`src/rtl/seg7_pkg.sv`:
```
`default_nettype none
// ============================================================================
// Module      : seg7_pkg
// Description : Shared types and 7-segment constants for the switch adder and
//               its scanned hex display.
// Revision    : 1.0 - initial release
// ============================================================================
package seg7_pkg;

   // Adder control FSM states
   typedef enum logic {
      IDLE = 1'b0,
      CALC = 1'b1
   } state_t;

   // Active-low segment patterns {g,f,e,d,c,b,a}, indexed by nibble value
   localparam logic [15:0][6:0] HEX_SEG = {
      7'b0001110,   // F
      7'b0000110,   // E
      7'b0100001,   // d
      7'b1000110,   // C
      7'b0000011,   // b
      7'b0001000,   // A
      7'b0010000,   // 9
      7'b0000000,   // 8
      7'b1111000,   // 7
      7'b0000010,   // 6
      7'b0010010,   // 5
      7'b0011001,   // 4
      7'b0110000,   // 3
      7'b0100100,   // 2
      7'b1111001,   // 1
      7'b1000000    // 0
   };

   localparam logic [6:0] SEG_BLANK = 7'b1111111;

   // Nibble to active-low segment pattern
   function automatic logic [6:0] hex_to_seg(input logic [3:0] nibble);
      return HEX_SEG[nibble];
   endfunction

endpackage
`default_nettype wire

```
`src/rtl/seg7_adder_scan_if.sv`:
```
`default_nettype none
// ============================================================================
// Module      : seg7_adder_scan_if
// Description : Switch/button inputs and LED/7-segment outputs of the switch
//               adder, bundled for connection between board pins and the core.
// Revision    : 1.0 - initial release
// ============================================================================
interface seg7_adder_scan_if #(
   parameter int WIDTH  = 8,
   parameter int DIGITS = 3
);
   logic [WIDTH-1:0]  a;
   logic [WIDTH-1:0]  b;
   logic              mode;
   logic              calc;
   logic [WIDTH-1:0]  sum;
   logic              cout;
   logic              ovf;
   logic              valid;
   logic [6:0]        seg;
   logic [DIGITS-1:0] an;

   // Board side: drives switches/button, observes LEDs and display
   modport master (
      output a, b, mode, calc,
      input  sum, cout, ovf, valid, seg, an
   );

   // Core side
   modport slave (
      input  a, b, mode, calc,
      output sum, cout, ovf, valid, seg, an
   );
endinterface
`default_nettype wire

```
`src/rtl/seg7_hex_decoder.sv`:
```
`default_nettype none
// ============================================================================
// Module      : seg7_hex_decoder
// Description : Combinational nibble to active-low 7-segment decoder.
// Revision    : 1.0 - initial release
// ============================================================================
module seg7_hex_decoder
   import seg7_pkg::*;
(
   input  wire logic [3:0] nibble,
   output logic      [6:0] seg
);

   // Table lookup through the shared package function
   always_comb begin
      seg = hex_to_seg(nibble);
   end

endmodule
`default_nettype wire

```
`src/rtl/seg7_adder_scan.sv`:
```
`default_nettype none
// ============================================================================
// Module      : seg7_adder_scan
// Description : Button-triggered WIDTH-bit add/subtract of switch operands,
//               with carry/overflow LEDs and a scanned common-anode hex
//               display of {cout,sum}.
//               Optional macro SEG7_ADDER_BLINK_OVF_EN blinks the display
//               while the registered result overflowed.
// Revision    : 1.0 - initial release
// ============================================================================
module seg7_adder_scan
   import seg7_pkg::*;
#(
   parameter int WIDTH     = 8,
   parameter int DIGITS    = 3,
   parameter int SCAN_DIV  = 50000,
   parameter int BLINK_DIV = 25000000
) (
   input  wire logic         clk,
   input  wire logic         rst_n,
   seg7_adder_scan_if.slave  bus
);

   localparam int CNT_W = $clog2(SCAN_DIV);
   localparam int IDX_W = (DIGITS > 1) ? $clog2(DIGITS) : 1;
   localparam int DISP_W = 4 * DIGITS;

   // ------------------------------------------------------------------------
   // Button conditioning: two-flop synchroniser plus edge-detect flop
   // ------------------------------------------------------------------------
   logic calc_s1;
   logic calc_s2;
   logic calc_s3;
   logic calc_pulse;

   // Bring the asynchronous button into the clock domain and delay once
   always_ff @(posedge clk or negedge rst_n) begin
      if (!rst_n) begin
         calc_s1 <= 1'b0;
         calc_s2 <= 1'b0;
         calc_s3 <= 1'b0;
      end else begin
         calc_s1 <= bus.calc;
         calc_s2 <= calc_s1;
         calc_s3 <= calc_s2;
      end
   end

   // One pulse per press, however long the button is held
   assign calc_pulse = calc_s2 & ~calc_s3;

   // ------------------------------------------------------------------------
   // Arithmetic FSM
   // ------------------------------------------------------------------------
   state_t           state;
   logic [WIDTH-1:0] op_a;
   logic [WIDTH-1:0] op_b;      // already inverted for subtract
   logic             op_cin;    // 1 for subtract (two's-complement +1)
   logic [WIDTH:0]   result;
   logic [WIDTH-1:0] sum_r;
   logic             cout_r;
   logic             ovf_r;
   logic             valid_r;

   assign result = {1'b0, op_a} + {1'b0, op_b} + (WIDTH+1)'(op_cin);

   // Capture operands on a press, then register the result one cycle later
   always_ff @(posedge clk or negedge rst_n) begin
      if (!rst_n) begin
         state   <= IDLE;
         op_a    <= '0;
         op_b    <= '0;
         op_cin  <= 1'b0;
         sum_r   <= '0;
         cout_r  <= 1'b0;
         ovf_r   <= 1'b0;
         valid_r <= 1'b0;
      end else begin
         case (state)
            IDLE: begin
               if (calc_pulse) begin
                  op_a   <= bus.a;
                  op_b   <= bus.mode ? ~bus.b : bus.b;
                  op_cin <= bus.mode;
                  state  <= CALC;
               end
            end
            CALC: begin
               sum_r   <= result[WIDTH-1:0];
               cout_r  <= result[WIDTH];
               ovf_r   <= (op_a[WIDTH-1] == op_b[WIDTH-1]) &&
                          (result[WIDTH-1] != op_a[WIDTH-1]);
               valid_r <= 1'b1;
               state   <= IDLE;
            end
            default: state <= IDLE;
         endcase
      end
   end

   assign bus.sum   = sum_r;
   assign bus.cout  = cout_r;
   assign bus.ovf   = ovf_r;
   assign bus.valid = valid_r;

   // ------------------------------------------------------------------------
   // Optional overflow blink
   // ------------------------------------------------------------------------
   logic blank;

`ifdef SEG7_ADDER_BLINK_OVF_EN
   localparam int BLINK_W = $clog2(BLINK_DIV);
   logic [BLINK_W-1:0] blink_cnt;
   logic               blink_phase;

   // Free-running half-period counter, restarted whenever a result lands
   always_ff @(posedge clk or negedge rst_n) begin
      if (!rst_n) begin
         blink_cnt   <= '0;
         blink_phase <= 1'b0;
      end else if (state == CALC) begin
         blink_cnt   <= '0;
         blink_phase <= 1'b0;
      end else if (blink_cnt == BLINK_W'(BLINK_DIV - 1)) begin
         blink_cnt   <= '0;
         blink_phase <= ~blink_phase;
      end else begin
         blink_cnt   <= blink_cnt + 1'b1;
      end
   end

   assign blank = ovf_r & blink_phase;
`else
   logic unused_blink_cfg;
   assign unused_blink_cfg = ^BLINK_DIV;
   assign blank = 1'b0;
`endif

   // ------------------------------------------------------------------------
   // Display scan
   // ------------------------------------------------------------------------
   logic [CNT_W-1:0]  scan_cnt;
   logic [IDX_W-1:0]  idx;
   logic [IDX_W-1:0]  idx_next;
   logic              scan_tc;
   logic [DISP_W-1:0] disp_val;
   logic [3:0]        nibble;
   logic [6:0]        seg_dec;
   logic [DIGITS-1:0] an_next;
   logic [6:0]        seg_r;
   logic [DIGITS-1:0] an_r;

   assign scan_tc  = (scan_cnt == CNT_W'(SCAN_DIV - 1));
   assign disp_val = DISP_W'({cout_r, sum_r});

   // Digit index that will be current after this edge, so an/seg move with it
   always_comb begin
      idx_next = idx;
      if (scan_tc) begin
         idx_next = (idx == IDX_W'(DIGITS - 1)) ? '0 : idx + 1'b1;
      end
   end

   // Select the nibble and the active-low anode for the upcoming digit
   always_comb begin
      nibble  = 4'h0;
      an_next = '1;
      for (int i = 0; i < DIGITS; i++) begin
         if (idx_next == IDX_W'(i)) begin
            nibble     = disp_val[i*4 +: 4];
            an_next[i] = 1'b0;
         end
      end
   end

   seg7_hex_decoder u_hex_decoder (
      .nibble (nibble),
      .seg    (seg_dec)
   );

   // Scan timing plus registered segment/anode pair (changes on one edge)
   always_ff @(posedge clk or negedge rst_n) begin
      if (!rst_n) begin
         scan_cnt <= '0;
         idx      <= '0;
         seg_r    <= hex_to_seg(4'h0);
         an_r     <= ~DIGITS'(1);
      end else begin
         scan_cnt <= scan_tc ? '0 : scan_cnt + 1'b1;
         idx      <= idx_next;
         seg_r    <= seg_dec;
         an_r     <= blank ? '1 : an_next;
      end
   end

   assign bus.seg = seg_r;
   assign bus.an  = an_r;

endmodule
`default_nettype wire

```
`src/flat_wrapper.sv`:
```
// flat-port wrapper written by rule: the top's interface ports become plain ports
module seg7_adder_scan_flat import seg7_pkg::*;
#(
   parameter int WIDTH     = 8,
   parameter int DIGITS    = 3,
   parameter int SCAN_DIV  = 50000,
   parameter int BLINK_DIV = 25000000
)
  (clk, rst_n, bus_a, bus_b, bus_mode, bus_calc, bus_sum, bus_cout, bus_ovf, bus_valid, bus_seg, bus_an);
  seg7_adder_scan_if #(.WIDTH(WIDTH), .DIGITS(DIGITS)) bus_i ();
  input  wire logic clk;
  input  wire logic rst_n;
  input wire logic [$bits(bus_i.a)-1:0] bus_a;
  input wire logic [$bits(bus_i.b)-1:0] bus_b;
  input wire logic [$bits(bus_i.mode)-1:0] bus_mode;
  input wire logic [$bits(bus_i.calc)-1:0] bus_calc;
  output wire logic [$bits(bus_i.sum)-1:0] bus_sum;
  output wire logic [$bits(bus_i.cout)-1:0] bus_cout;
  output wire logic [$bits(bus_i.ovf)-1:0] bus_ovf;
  output wire logic [$bits(bus_i.valid)-1:0] bus_valid;
  output wire logic [$bits(bus_i.seg)-1:0] bus_seg;
  output wire logic [$bits(bus_i.an)-1:0] bus_an;
  assign bus_i.a = bus_a;
  assign bus_i.b = bus_b;
  assign bus_i.mode = bus_mode;
  assign bus_i.calc = bus_calc;
  assign bus_sum = bus_i.sum;
  assign bus_cout = bus_i.cout;
  assign bus_ovf = bus_i.ovf;
  assign bus_valid = bus_i.valid;
  assign bus_seg = bus_i.seg;
  assign bus_an = bus_i.an;
  seg7_adder_scan #(.WIDTH(WIDTH), .DIGITS(DIGITS), .SCAN_DIV(SCAN_DIV), .BLINK_DIV(BLINK_DIV)) u_core (.clk(clk), .rst_n(rst_n), .bus(bus_i));
endmodule
```
`config.mk`:
```
export PLATFORM = sky130hd
export DESIGN_NAME = seg7_adder_scan_flat
export DESIGN_NICKNAME = d
export VERILOG_FILES = /design/src/rtl/seg7_pkg.sv /design/src/rtl/seg7_adder_scan_if.sv /design/src/rtl/seg7_hex_decoder.sv /design/src/rtl/seg7_adder_scan.sv /design/src/flat_wrapper.sv
export SDC_FILE = /design/constraint.sdc
export NUM_CORES = 1
export LEC_CHECK = 0
export CORE_MARGIN = 3
export CORE_UTILIZATION = 45
export DETAILED_ROUTE_END_ITERATION = 12
export PLACE_DENSITY = 0.69
export SLEW_MARGIN = 15
export SYNTH_ARGS = -nofsm -noshare
export SYNTH_HDL_FRONTEND = slang
export SYNTH_HIERARCHICAL = 1
export SYNTH_SLANG_ARGS = --single-unit
export TNS_END_PERCENT = 5
```
`constraint.sdc`:
```
create_clock -name clk -period 7.55 [get_ports clk]
set_input_delay 1.8875 -clock clk [delete_from_list [all_inputs] [get_ports clk]]
set_output_delay 1.8875 -clock clk [all_outputs]
set_load 0.03 [all_outputs]
```
==> results.md, run 1 <==
* Status: completed
* DR DRC count at 0
* Clock latency on the worst-skew pair at 330 ps
* GPL Wtd Cong at 0.793
* Routed vias/inst at 5.27
* Clock skew at 6.29 ps
* H-tree Lvls at 3
* Boundary pin count at 41
* Final Hold Viols at 0
* Synth unique cells at 50
* CTS tree: done
* Total negative setup slack at 0 ps
* Inserted Clock Buffers at 9
* FFs w/ async S/R, synth at 100%
* Placed Area at 0.00357 sq mm
* Setup ws final at 4090 ps
* Min-delay worst type: reg -> reg
* Die width at ~89 um
* Final net count at 363
* Syn_area_per_cell at 11.1 sq um
* Clk pin slew, worst setup/hold paths at 70 ps
* Post-synthesis sequential area ratio at 48.5%
* Syn nets at 318
* RSZ-0062 raised after global routing: false
* Port Buffers at 40
* Final WL at 5.44 mm
* CTS root buf: clkbuf_8
* Crit-path max FO at 20
* Initial Utilization at 47.5%
* Non-Filler Cell Area, Final at 0.00378 sq mm
* Critical Path AT at between 3000 and 4000 ps
* Syn. warnings at 6
* Total power at about 1.2 mW
* Top_reg_cell synth: dfrtp_1
* Diodes inserted at 0
* Post-CTS setup buffer count at 0
* VDD IR max at approximately 0.15 mV
* Die Span Y at about 90 um
* GRT overflow at 0
* FF+latch count, synth at 60
* LEAKAGE at between 1.5 and 2 nW
* Max-cap check violation count at 0
* Die footprint at 0.00793 sq mm
* Overall track demand over capacity in global routing at 15.7%
* Slew HR at 51.4%
* Total core area at between 0.006 and 0.007 sq mm
* Setup CP Type: reg -> reg
* Critical Path Start Type: flip-flop
* Measured slew at the worst slew-check pin at ~730 ps
* Number of routed nets with antenna violations at 0
* Max Clock Freq at roughly 0.29 GHz
* Initial DRT Pass Iterations at 6
* Max Transition Viols Final at 0
* Fill cells at 563
* CTS Hold Bufs at 0
* Area Overhead vs Synth at 21.6%
* Worst EP required at just under 8000 ps
* Power Density at 315 mW/mm^2
* Post-Synthesis Cells at 281
* Clock sink total at 60
* Number of synthesized flops with an enable pin at 0
* WHS at 350 ps
* DR vias at between 2000 and 2500
* # rows at 29
* CP Capture Type: flip-flop
* Tmin final at 3460 ps
* Drt initial violations at 88
* Setup slack at placement at 4090 ps
* Final setup violation count at 0
* CTS max path bufs at 2
* Mapped cell area at 0.00311 sq mm
* First-pass GRT wire length at ~9.7 mm
* Period utilization at 45.8%
* HPWL after detailed placement at 3.97 mm
* Largest net degree at the start of global routing at 61
* CTS resizes at 0
* Initial antenna violation count at 0
* Vias in the first global route at around 2100
* DR WL/cell at approximately 13 um
* Layout cells sized above 1 at 15.1%
==> critical path, cell delays in order, from the launching register on <==
cell	delay [ps]
dfrtp_1	420
or4b_4	560
nor4_4	480
buf_4	340
mux2i_1	110
o211ai_1	410
inv_1	200
ha_1	320
inv_1	50
mux4_2	440
==> cell usage after synthesis, drive strengths merged (7+ instances only) <==
cell | count | share of area [%]
a21oi | 19 | 3.2
o211ai | 7 | 1.9
buf | 7 | 1.5
mux2 | 14 | 5.2
xnor2 | 17 | 4.8
dfrtp | 57 | 46
nand3 | 9 | 1.5
ha | 15 | 6.0
nand2 | 14 | 1.7
mux2i | 8 | 2.6
inv | 9 | 1.1
nor2 | 29 | 3.5
xor2 | 9 | 2.5
==> registers in the layout, summed over array words and instances, names as in the netlist, 2 cells and up <==
signal	flops
u_core/op_a	8
u_core/op_b	8
u_core/bus.seg	7
u_core/idx	2
u_core/bus.an	3
u_core/bus.sum	8
u_core/scan_cnt	16
==> through the flow <==
stage               instances  util, %
global route              408     57.8
finish                    408     57.8
floorplan                 281        -
global placement          391     54.6
detailed placement        391     54.6
CTS                       407     57.7
==> report_power, final <==
| group | leakage [nW] | switching, mW | internal, mW | total [mW] |
|---|---|---|---|---|
| logic | 0.791 | 0.255 | 0.220 | 0.475 |
| clock network | 0.0983 | 0.124 | 0.161 | 0.285 |
| registers | 0.726 | 0.0475 | 0.385 | 0.432 |
| total | 1.62 | 0.427 | 0.765 | 1.19 |
==> path summary, 6_finish.rpt <==
path                                                 to                         start  slack, ps  cells past startpoint
setup / recovery            u_core/bus.seg[3]$_DFF_PN0_  u_core/scan_cnt[4]$_DFF_PN0_       4090                      9
hold / removal                 u_core/calc_s2$_DFF_PN0_      u_core/calc_s1$_DFF_PN0_        350                      0
setup reg to reg            u_core/bus.seg[3]$_DFF_PN0_  u_core/scan_cnt[4]$_DFF_PN0_       4090                      9
hold reg to reg                u_core/calc_s2$_DFF_PN0_      u_core/calc_s1$_DFF_PN0_        350                      0
max in group asynchronous    u_core/bus.ovf$_DFFE_PN0P_                         rst_n       5370                      2
min in group asynchronous  u_core/scan_cnt[9]$_DFF_PN0_                         rst_n       1710                      2
==> logic make-up after synthesis <==
kind of cell / after synthesis / share of synthesized area, %
mux: 23 / 8.50
buf+inv: 19 / 2.90
fa+ha+maj: 17 / 7.33
compound gates: 47 / 10.1
xor+xnor: 26 / 7.33
simple gates: 89 / 15.3
flops: 60 / 48.5
==> cells in the final DEF (no fill, tap or decap), drive strengths merged, types with 5 or more instances in the layout <==
cell and n:
nor2 29, dfrtp 57, buf 5, clkdlybuf4s50 39, xnor2 17, ha 15
a21oi 19, nand3 9, mux2i 8, inv 9, xor2 9, nand2 14
nor3 5, o211ai 7, clkbuf 10, o21ai 5, mux2 14
==> area by class of cell <==
type	count	area (sq um)	area share (%)
Clock buffer	10	138	3.64
Clock inverter	6	63.8	1.69
Inverter	9	33.8	0.894
Multi-Input combinational cell	202	1520	40.1
Sequential cell	60	1510	39.8
Tap cell	77	96.3	2.55
Timing Repair Buffer	44	425	11.3
==> routing by layer <==
metal  wire length (um)  track usage, %
met5                  0               0
met4                 78            4.87
met3                219            4.52
met2               2710            27.2
met1               2430            18.9
(Power assumes the default switching activity.)
==> inputs of run 2 (changes only) <==
Clock period 7.55 ns to 3.5 ns, I/O delays scaled along.
==> run 2 against run 1 <==
Effect of this change:
- via count grew 0.42%
- wire length grew 0.11%
- maximum frequency grew 7.5%
- clock skew grew 1.3 ps
- cell area shrank 0.60%
- non-clock buffer count grew 1
- utilization shrank 0.34 points
- final cell count is the same
- sequential share of layout area grew 0.24 points
- flip-flop and latch count is the same
- sequential power grew 120%
- register-to-register slack lost 3800 ps
- largest power group unchanged
==> results.md, run 2 (same netlist as run 1, synthesis figures left out) <==
* Critical Path AT at 3420 ps
* Max reg flops at 16
* VDD IR max at 0.368 mV
* Comb power frac at approximately two fifths
* Final setup violation count at 0
* Placed cells at 393
* Clock latency on the worst-skew pair at between 300 and 400 ps
* Final net count at 364
* CP Capture Type: flip-flop
* First-pass GRT wire length at 9.62 mm
* Setup CP Type: reg -> reg
* CTS Hold Bufs at 0
* Multi-input logic area at ~0.0015 sq mm
* Final WL at about 5.4 mm
* Largest net degree at the start of global routing at 51
* Internal power at 1.60 mW
* Clk pin slew, worst setup/hold paths at 60 ps
* Die width at 89.1 um
* Tmin final at 3220 ps
* Initial Utilization at around 48%
* Most common cell on crit path: inv_1
* Slew HR at 24.5%
* Layout cells sized above 1 at 14.5%
* DR WL/cell at 13.4 um
* Post-CTS setup buffer count at 0
* WP buf/inv at 3
* Largest reg by FF count: u_core/scan_cnt
* Initial DRT Pass Iterations at 4
* HPWL after detailed placement at approximately 4.0 mm
* Worst EP required at 3700 ps
* Vias in the first global route at 2102
* LEAKAGE at ~1.6 nW
* Met3 usage at about 4.3%
* RSZ-0062 raised after global routing: false
* Flop pwr share at 37.2%
* DR DRC count at 0
* Measured slew at the worst slew-check pin at between 1000 and 1500 ps
* Final Hold Viols at 0
* Max Clock Freq at 0.311 GHz
* Global Route met1 Usage at 19.6%
* Die footprint at 0.00793 sq mm
* Power Density at ~670 mW/mm^2
* Inserted Clock Buffers at 9
* Critical Path Start Type: flip-flop
* Slowest cell on crit path: or4b_4
* Max Transition Viols Final at 0
* Min-delay worst type: reg -> reg
* Area Overhead vs Synth at 20.9%
* Initial antenna violation count at 0
* GPL Wtd Cong at 0.807
* Max-cap check violation count at 0
* Fill cells at 565
* CTS root buf: clkbuf_8
* Clock skew at about 7.6 ps
* Crit-path max FO at 9
* Clock share of power at 21.7%
* Most frequent cells in the layout: 57 x dfrtp_1, 39 x clkdlybuf4s50_1, 29 x nor2_1
* DR vias at 2160
* P_sw at 911 uW
* Boundary pin count at 41
* Crit-path cells: or4b_4 -> nor4_4 -> buf_4 -> a21boi_0 -> a211o_1 -> inv_1 -> ha_1 -> inv_1 -> mux4_2
* CTS max path bufs at 2
* Overall track demand over capacity in global routing at 16.0%
* Number of routed nets with antenna violations at 0
* Clock sink total at 60
* Switching power share of the total at 36.3%
* Delay of the slowest critical-path stage at around 560 ps
* Drt initial violations at roughly 120
* H-tree Lvls at 3
* CTS tree: done
* Die Span Y at 89.1 um
* Commonest non-fill, non-tap cell in the layout: dfrtp_1
* Routed vias/inst at 5.29
* Post-Layout Cell Count at 408
* GR peak layer: met2
* Total core area at between 0.006 and 0.007 sq mm
* Total negative setup slack at 0 ps
* CTS resizes at 0
* Period utilization at 91.9%
* Diodes inserted at 0
* Global-route met2 utilization at a little over a quarter
* Port Buffers at 40
* Top Family by Delay on Critical Path: simple AND/OR/NAND/NOR gates
* GRT overflow at 0
* FF/Latch Area at 0.00151 sq mm
* # rows at 29
* Status: completed
==> run 2: worst paths after layout <==
path / from / end / slack, ps / cells after the start
worst max-delay path: u_core/scan_cnt[4]$_DFF_PN0_ / u_core/bus.seg[3]$_DFF_PN0_ / 280 / 9
worst min-delay path: u_core/calc_s1$_DFF_PN0_ / u_core/calc_s2$_DFF_PN0_ / 350 / 0
worst max register to register: u_core/scan_cnt[4]$_DFF_PN0_ / u_core/bus.seg[3]$_DFF_PN0_ / 280 / 9
worst min register to register: u_core/calc_s1$_DFF_PN0_ / u_core/calc_s2$_DFF_PN0_ / 350 / 0
max in group asynchronous: rst_n / u_core/op_b[6]$_DFFE_PN0P_ / 2350 / 2
min in group asynchronous: rst_n / u_core/scan_cnt[12]$_DFF_PN0_ / 550 / 1
==> run 2: layout make-up <==
| class | instances | area share [%] |
|---|---|---|
| multi-input cells | 202 | 40.4 |
| flip-flops and latches | 60 | 40.1 |
| repair buffers | 45 | 11.6 |
| clock buffers | 13 | 4.23 |
| well taps | 77 | 2.57 |
| inverters | 9 | 0.900 |
| clock inverters | 2 | 0.267 |
==> run 2: layer usage <==
layer  up-vias  share of wire, %
met5         -                 0
met4         0               1.7
met3         9               4.1
met2        45                48
met1      1012                46
li1       1094                 -
==> run 2: power groups by stage <==
| stage | clock [mW] | sequential, mW | combinational [mW] |
|---|---|---|---|
| 4_1_cts | 0.564 | 0.938 | 1.04 |
| 2_1_floorplan | 0 | 1.10 | 0.532 |
| 5_1_grt | 0.599 | 0.958 | 1.14 |
| 6_report | 0.544 | 0.934 | 1.03 |
| 3_3_place_gp | 0 | 0.950 | 1.01 |
| 3_5_place_dp | 0 | 0.951 | 1.03 |
==> run 2: metrics by stage <==
stage                     setup WS, ps  utilization, %  instance area [sq um]  hold slack [ps]  total power, mW
after global placement             434            54.9                   3580              334             1.96
after floorplan                    488               -                   3110              331             1.64
after detailed placement           327            54.9                   3580              336             1.98
after CTS                          304            57.5                   3750              351             2.54
after global routing               132            57.5                   3750              372             2.69
final                              282            57.5                   3750              349             2.51
==> inputs of run 3 (changes only) <==
Settings changed: CORE_UTILIZATION 45 to 26, PLACE_DENSITY 0.69 to 0.46.
==> run 3 against run 2 <==
Effect of this change:
- count of clock-buffer cells in the layout fell by 1
- critical path depth did not move
- global-route usage fell by 5.3 points
- clock skew fell by 1.0 ps
- clock power rose by 80%
- combinational power hardly changed
- final cell count is 17% higher
- largest cell class unchanged
==> results.md, run 3 (same netlist as run 1, synthesis figures left out) <==
* LEAKAGE at around 1.7 nW
* Layout cells sized above 1 at between 10% and 20%
* # rows at 39
* Max Transition Viols Final at 0
* DR WL/cell at 13.4 um
* Die Span Y at 115 um
* Initial antenna violation count at 0
* Tmin final at 3150 ps
* Status: completed
* Max reg flops at 16
* Slew HR at 62.6%
* Largest reg by FF count: u_core/scan_cnt
* Clock latency on the worst-skew pair at 320 ps
* Largest net degree at the start of global routing at 33
* DR vias at roughly 2200
* Clock share of power at 33.0%
* Max-cap check violation count at 0
* Setup ws final at 351 ps
* Internal power at approximately 2 mW
* Util after Layout at 34.7%
* Measured slew at the worst slew-check pin at 557 ps
* Most frequent cells in the layout: 57 x dfrtp_1, 39 x clkdlybuf4s50_1, 29 x nor2_1
* Diodes inserted at 0
* Setup CP Type: reg -> reg
* CTS Hold Bufs at 0
* Flop pwr share at 31.8%
* Area Overhead vs Synth at 29.1%
* HPWL after detailed placement at between 4 and 5 mm
* Post-Layout Cell Count at roughly 480
* Min-delay worst type: reg -> reg
* GPL Wtd Cong at roughly 0.78
* Vias in the first global route at 2252
* Die footprint at 0.0133 sq mm
* Total core area at 0.0116 sq mm
* Comb power frac at 35.2%
* Post-CTS setup buffer count at 0
* Drt initial violations at 63
* Power Density at between 700 and 800 mW/mm^2
* Total negative setup slack at 0 ps
* Placed cells at between 400 and 500
* H-tree Lvls at 3
* Max Clock Freq at 0.318 GHz
* Crit-path max FO at 19
* Delay of the slowest critical-path stage at 560 ps
* GRT overflow at 0
* CP Capture Type: flip-flop
* Final net count at 365
* Die width at about 120 um
* WHS at approximately 350 ps
* Port Buffers at 40
* Critical Path Start Type: flip-flop
* Clk pin slew, worst setup/hold paths at approximately 50 ps
* Met2 WL at 2.98 mm
* Final setup violation count at 0
* First-pass GRT wire length at around 11 mm
* Period utilization at 90.0%
* CTS max path bufs at 2
* Placed Area at 0.00367 sq mm
* Clock skew at 6.55 ps
* Non-Filler Cell Area, Final at 0.00401 sq mm
* RSZ-0062 raised after global routing: false
* Slowest cell on crit path: or4b_4
* Final WL at 6.36 mm
* Switching power share of the total at 32.9%
* Routed vias/inst at 4.61
* Met3 routed WL at around 260 um
* Overall track demand over capacity in global routing at 10.7%
* Worst EP required at 3690 ps
* Final Hold Viols at 0
* P_sw at 976 uW
* Number of routed nets with antenna violations at 0
* VDD IR max at 0.218 mV
* Top sig layer: met4
* Setup slack at placement at between 300 and 400 ps
* DR DRC count at 0
* Most common cell on crit path: inv_1
* Initial DRT Pass Iterations at 4
* Inserted Clock Buffers at 9
* CTS resizes at 0
* Clock sink total at 60
* Met1 wire length at 3.03 mm
* Commonest non-fill, non-tap cell in the layout: dfrtp_1
* Initial Utilization at 26.9%
* CTS tree: done
* Total power at approximately 3 mW
* Crit-path cells: or4b_4 -> nor4_4 -> buf_4 -> a21oi_2 -> a211o_1 -> inv_1 -> ha_1 -> inv_1 -> mux4_2
* CTS root buf: clkbuf_16
* Boundary pin count at just over 40
* Critical Path AT at 3340 ps
run 3: changes by cell type in the layout (fill, tap and decap cells not counted):
cell / delta
clkbuf_8: -8
bufinv_16: +2
clkbuf_1: -2
buf_2: +1
clkbuf_16: +9
run 3: final timing paths:
kind                                              start                            end  slack [ps]  cells past startpoint
setup / recovery           u_core/scan_cnt[4]$_DFF_PN0_    u_core/bus.seg[3]$_DFF_PN0_         350                      9
hold / removal                 u_core/calc_s1$_DFF_PN0_       u_core/calc_s2$_DFF_PN0_         350                      0
setup reg to reg           u_core/scan_cnt[4]$_DFF_PN0_    u_core/bus.seg[3]$_DFF_PN0_         350                      9
hold reg to reg                u_core/calc_s1$_DFF_PN0_       u_core/calc_s2$_DFF_PN0_         350                      0
max in group asynchronous                         rst_n  u_core/scan_cnt[14]$_DFF_PN0_        2590                      2
min in group asynchronous                         rst_n     u_core/op_a[5]$_DFFE_PN0P_         560                      2
run 3: layout make-up:
cell class	instances	area, sq um
clock inverter	4	70.1
tap	143	179
multi-input combinational	202	1520
clock buffer	12	267
sequential	60	1510
timing repair buffer	46	440
inverter	9	33.8
fill	1166	7550
run 3: worst max-delay path, delay by kind of cell (launching register included):
kind	cells	cell delay, ps
adder cells (fa/ha/maj)	1	150
flip-flops	1	410
buffers and inverters	3	570
multiplexers	1	440
AND/OR/NAND/NOR	2	1070
AO/OA/AOI/OAI	2	380
run 3: power by group through the flow:
stage / Clock (mW) / Combinational, mW / Sequential (mW)
floorplan: 0 / 0.532 / 1.10
global placement: 0 / 1.04 / 0.962
detailed placement: 0 / 1.05 / 0.962
CTS: 1.01 / 1.05 / 0.951
global route: 1.04 / 1.16 / 0.966
finish: 0.980 / 1.04 / 0.944
run 3: metal layers:
metal / GRT usage (%) / vias to the layer above
met2: 17.0 / 38
met5: 0 / -
li1: - / 1085
met3: 2.95 / 8
met4: 4.23 / 0
met1: 13.7 / 1061
